===== src/rtl/booth_pkg.sv =====
// Shared constants and encodings for the iterative Booth multiplier arbiter.
// Holds the FSM state codes, the Booth step opcodes and the default sizes.
package booth_pkg;

    localparam int DEF_WIDTH = 32;
    localparam int DEF_NREQ  = 4;

    localparam logic [1:0] ST_IDLE = 2'd0;
    localparam logic [1:0] ST_RUN  = 2'd1;
    localparam logic [1:0] ST_DONE = 2'd2;

    typedef enum logic [1:0] {
        OP_NOP = 2'd0,
        OP_ADD = 2'd1,
        OP_SUB = 2'd2
    } booth_op_e;

    // Radix-2 Booth recoding of the multiplier bit pair {A[0], q_minus}.
    function automatic booth_op_e booth_decode(input logic a0, input logic qm);
        case ({a0, qm})
            2'b10:   return OP_SUB;
            2'b01:   return OP_ADD;
            default: return OP_NOP;
        endcase
    endfunction

endpackage


===== src/rtl/booth_step.sv =====
// One combinational radix-2 Booth step: add/subtract M into the high part,
// then arithmetic-shift the whole {high, low} accumulator right by one.
module booth_step
    import booth_pkg::*;
#(
    parameter int WIDTH = DEF_WIDTH
) (
    input  logic [2*WIDTH:0]  acc,
    input  logic              q_minus,
    input  logic [WIDTH-1:0]  m,
    output logic [2*WIDTH:0]  acc_next,
    output logic              q_minus_next
);

    logic [WIDTH:0] high;
    logic [WIDTH:0] m_ext;
    logic [WIDTH:0] high_new;
    booth_op_e      op;

    // The high part is one bit wider than M so that M = -2^(WIDTH-1) cannot overflow.
    always_comb begin
        high  = acc[2*WIDTH:WIDTH];
        m_ext = {m[WIDTH-1], m};
        op    = booth_decode(acc[0], q_minus);
        case (op)
            OP_ADD:  high_new = high + m_ext;
            OP_SUB:  high_new = high - m_ext;
            default: high_new = high;
        endcase
        acc_next     = {high_new[WIDTH], high_new, acc[WIDTH-1:1]};
        q_minus_next = acc[0];
    end

endmodule


===== src/rtl/booth_mult_arbiter.sv =====
// Round-robin arbiter sharing one iterative radix-2 Booth signed multiplier
// between NREQ requesters; one Booth step per clock, product held until taken.
module booth_mult_arbiter
    import booth_pkg::*;
#(
    parameter  int NREQ  = DEF_NREQ,
    parameter  int WIDTH = DEF_WIDTH,
    localparam int IDW   = $clog2(NREQ)
) (
    input  logic                    clk,
    input  logic                    rst_n,
    input  logic [NREQ-1:0]         req_valid,
    input  logic [NREQ*WIDTH-1:0]   req_m,
    input  logic [NREQ*WIDTH-1:0]   req_q,
    output logic [NREQ-1:0]         req_ready,
    output logic                    rsp_valid,
    input  logic                    rsp_ready,
    output logic [IDW-1:0]          rsp_id,
    output logic [2*WIDTH-1:0]      rsp_product,
    output logic                    busy
);

    localparam int CW = (WIDTH > 2) ? $clog2(WIDTH) : 1;

    logic [1:0]        state;
    logic [CW-1:0]     count;
    logic [IDW-1:0]    rr_ptr;
    logic [IDW-1:0]    id_reg;
    logic [WIDTH-1:0]  m_reg;
    logic [2*WIDTH:0]  acc;
    logic              q_minus;
    logic [2*WIDTH:0]  acc_next;
    logic              q_minus_next;
    logic [IDW-1:0]    grant;
    logic              any_valid;

    // Search upward from the slot after the last winner; the smallest offset wins.
    function automatic logic [IDW-1:0] rr_pick(input logic [NREQ-1:0] valid,
                                               input logic [IDW-1:0]  ptr);
        logic [IDW-1:0] pick;
        logic [IDW:0]   idx;
        pick = '0;
        for (int off = NREQ; off >= 1; off--) begin
            idx = {1'b0, ptr} + (IDW+1)'(off);
            if (idx >= (IDW+1)'(NREQ)) idx = idx - (IDW+1)'(NREQ);
            if (valid[idx[IDW-1:0]]) pick = idx[IDW-1:0];
        end
        return pick;
    endfunction

    assign any_valid = |req_valid;
    assign grant     = rr_pick(req_valid, rr_ptr);

    always_comb begin
        req_ready = '0;
        if (rst_n && state == ST_IDLE && any_valid) req_ready[grant] = 1'b1;
    end

    booth_step #(.WIDTH(WIDTH)) u_step (
        .acc          (acc),
        .q_minus      (q_minus),
        .m            (m_reg),
        .acc_next     (acc_next),
        .q_minus_next (q_minus_next)
    );

    always_ff @(posedge clk or negedge rst_n) begin
        if (!rst_n) begin
            state   <= ST_IDLE;
            count   <= '0;
            rr_ptr  <= IDW'(NREQ-1);
            id_reg  <= '0;
            m_reg   <= '0;
            acc     <= '0;
            q_minus <= 1'b0;
        end else begin
            case (state)
                ST_IDLE: begin
                    if (any_valid) begin
                        m_reg   <= req_m[int'(grant)*WIDTH +: WIDTH];
                        acc     <= {{(WIDTH+1){1'b0}}, req_q[int'(grant)*WIDTH +: WIDTH]};
                        q_minus <= 1'b0;
                        id_reg  <= grant;
                        rr_ptr  <= grant;
                        count   <= '0;
                        state   <= ST_RUN;
                    end
                end
                ST_RUN: begin
                    acc     <= acc_next;
                    q_minus <= q_minus_next;
                    if (count == CW'(WIDTH-1)) state <= ST_DONE;
                    else                       count <= count + 1'b1;
                end
                ST_DONE: begin
                    if (rsp_ready) state <= ST_IDLE;
                end
                default: state <= ST_IDLE;
            endcase
        end
    end

    assign rsp_valid   = (state == ST_DONE);
    assign rsp_product = rsp_valid ? acc[2*WIDTH-1:0] : '0;
    assign rsp_id      = rsp_valid ? id_reg : '0;
    assign busy        = (state != ST_IDLE);

endmodule


===== config.mk =====
export PLATFORM = sky130hd
export DESIGN_NAME = booth_mult_arbiter
export DESIGN_NICKNAME = d
export VERILOG_FILES = /design/src/rtl/booth_pkg.sv /design/src/rtl/booth_step.sv /design/src/rtl/booth_mult_arbiter.sv
export SDC_FILE = /design/constraint.sdc
export NUM_CORES = 1
export LEC_CHECK = 0
export BUFFER_PORTS_ARGS = -buffer_cell sky130_fd_sc_hd__buf_2
export CORE_MARGIN = 3
export CORE_UTILIZATION = 55
export DETAILED_ROUTE_END_ITERATION = 10
export PLACE_DENSITY_LB_ADDON = 0.05
export SYNTH_ARGS = -nofsm -noshare
export SYNTH_HDL_FRONTEND = slang
export SYNTH_SLANG_ARGS = --single-unit

===== constraint.sdc =====
create_clock -name clk -period 5.9 [get_ports clk]
set_input_delay 1.18 -clock clk [delete_from_list [all_inputs] [get_ports clk]]
set_output_delay 1.18 -clock clk [all_outputs]
set_load 0.02 [all_outputs]

==> results by group <==
Run status
  • Status: finished clean

Power
  • Seq pwr share: 20.2%
  • Internal Pwr Total: 3.91 mW
  • Net Sw Frac: 51.1%
  • Max VDD drop: 0.000357 V
  • Pwr Density: 709 nW/um^2
  • Part of the power in the clock network: 7.9%
  • Combinational Power Share: 71.8%
  • Design Power: 8.00 mW
  • Psw: 4.09 mW
  • Lkg Pwr: 5.61 nW

STA
  • Hold Slack: 0.473 ns
  • Tmin final: 4.32 ns
  • Period utilization: 73.2%
  • Hold Violations, Final: 0
  • Fmax: 231 MHz
  • Slew Viols, Final: 0
  • Worst slew pin tran: 1.14 ns
  • RSZ-0062 raised after global routing: false
  • Setup TNS: 0 ns
  • Slew headroom: 24.2%
  • Final clock skew: 0.00975 ns
  • Setup Viol. Count Final: 0

Cells and area
  • Final Instance Area: 11300 sq um
  • Layout area overhead: 22.4%
  • Nets@finish: 1760
  • Max reg flops: 64
  • Fillers: 1368
  • Final cell count without fillers: 1681
  • Layout cells sized above 1: 29.0%

GRT
  • Largest net degree at the start of global routing: 74
  • First-pass GRT wire length: 45.6 mm
  • Total global-route track usage: 31.3%
  • Vias in the first global route: 8683
  • GRT met1 Usage: 45.8%
  • Initial antenna violation count: 3
  • Met3 Use GR: 3.79%
  • GRT busiest layer: met2
  • Total gr overflow: 0
  • Met2 GRT Util: 49.9%

Yosys
  • Most numerous cell in the Yosys netlist: nand2_1
  • Cells after Synth: 1183
  • Sequential-to-total area share from yosys stat: 29.3%
  • Area share of the largest cell type after synthesis: 28.8%
  • Mean Syn Cell Area: 7.79 sq um
  • Yosys top cell by area: dfrtp_1
  • Synth top cells by count: nand2_1 (285), dfrtp_1 (106), nand3_1 (73), and2_1 (69), nor2_1 (65)
  • Yosys warns: 0
  • Flip-flop and latch count after synthesis: 108
  • Syn nets: 1483
  • Ys flop type: dfrtp_1
  • Async SR Flop Fraction: 100%
  • Number of synthesized flops with an enable pin: 0
  • Post-Syn Area: 9220 sq um
  • Synth top area cells: dfrtp_1 (29%), nand2_1 (12%), mux4_2 (7.6%)
  • Cell variety after synth: 68

Routing
  • Routed WL: 29.6 mm
  • Vias per cell: 5.72
  • Residual DRC: 0
  • ANT nets after route: 0
  • Vias after detailed routing: 9616
  • Initial drt markers: 620
  • Drt pass-1 iters: 5
  • Average routed wire per standard cell: 17.6 um

Placement
  • Dpl cells: 1665
  • Dpl cell area: 11000 sq um
  • Final HPWL DP: 23.5 mm
  • I/O Buffers: 334
  • Routability Congestion: 0.944

Critical path
  • Worst setup SP type: flop
  • Worst R2R Path Depth: 19
  • CP Class: flop to flop
  • Arr. time, crit path: 4.57 ns
  • Critical path fanouts, max: 7
  • Required time worst endpoint: 6.15 ns
  • CP Capture Type: flop

CTS
  • TritonCTS clock tree: yes
  • CTS Buf Count: 9
  • Postcts setup bufs: 0
  • Clock root buffer: clkbuf_16
  • H-tree depth: 3
  • Reg clk slew, reported paths: 0.07 ns
  • Max clock buf depth: 2
  • Skew-Pair Late Insertion Delay: 0.36 ns
  • Post-cts resize count: 0
  • Hold-fix buffers at CTS: 0
  • Clk sink count: 108

Run
  • Max Cap Viol: 0

Worst hold path
  • Hold Crit Class: flop to flop
  • Hold depth: 2

Die
  • CORE AREA: 16100 sq um
  • Number of I/O pins: 335
  • Die ar.: 18400 sq um
  • Die Ht: 135 um
  • FP Rows: 46
  • Die Wd: 135 um
  • Initial Util: 57.2%
final cells by class:
cell class	count	area [sq um]	share of cell area, %
repair buffers	348	1780	15.8
clock inverters	4	56.3	0.499
well taps	216	270	2.39
inverters	15	56.3	0.499
flip-flops and latches	108	2710	24.0
clock buffers	11	253	2.24
multi-input cells	978	6160	54.6
diodes	1	2.50	0.0222
final timing paths:
check / slack, ns / startpoint / endpoint
max: 1.58 / m_reg[0] / acc[62]
min: 0.47 / id_reg[1] / id_reg[1]
max reg2reg: 1.58 / m_reg[0] / acc[62]
min reg2reg: 0.47 / id_reg[1] / id_reg[1]
max in group asynchronous: 4.29 / rst_n / acc[29]
min in group asynchronous: 1.03 / rst_n / acc[41]
cell usage in the layout, fill, tap and decap left out, types with 42 or more instances in the layout:
cell type  instances
a21oi_1           62
and2_1            69
buf_2            333
dfrtp_1          106
nand2_1          285
nand3_1           73
nor2_1            63
o21ai_0           64
o21ai_1           47
xnor2_1           42
metrics by stage:
stage	setup slack (ns)	utilization [%]
2_1_floorplan	2.00	-
3_3_place_gp	1.79	68.1
3_5_place_dp	1.68	68.1
4_1_cts	1.66	70.0
5_1_grt	1.11	70.0
6_report	1.58	70.0
power groups by stage:
stage	Combinational (mW)	Sequential [mW]	Clock, mW
2_1_floorplan	4.59	1.45	0
3_3_place_gp	5.62	1.60	0
3_5_place_dp	5.70	1.61	0
4_1_cts	5.72	1.60	0.639
5_1_grt	6.40	1.67	0.668
6_report	5.75	1.62	0.633
layer usage:
metal  share of wire, %  vias up
met5              0.024        -
met4                1.5        2
met3                6.7       29
met2                 48      357
met1                 44     4533
li1                   -     4695
worst max-delay path, cell delays in order, from the launching register on:
cell,delay (ns)
dfrtp_1,0.42
inv_1,0.10
ha_1,0.17
nor3b_1,0.50
nor4bb_1,0.34
and2_1,0.23
nand2_1,0.12
nor3_1,0.28
nor2_1,0.09
xnor2_1,0.14
ha_1,0.40
and3_1,0.26
nor2b_1,0.23
and4_1,0.26
nand2_1,0.06
o211ai_1,0.11
a31oi_2,0.07
xor2_1,0.15
o21ai_1,0.07
a22o_1,0.20
cells by family after synthesis:
logic type / after synthesis / share of synthesized area (%)
AOI/OAI and AO/OA: 282 / 19.1
xor gates and xnor gates: 59 / 5.61
muxes: 39 / 8.46
and+or+nand+nor: 561 / 28.2
buffers and inverters: 97 / 4.22
adders and majority gates: 37 / 5.10
DFF: 108 / 29.3
No activity file was read; power rests on OpenSTA's default activity.
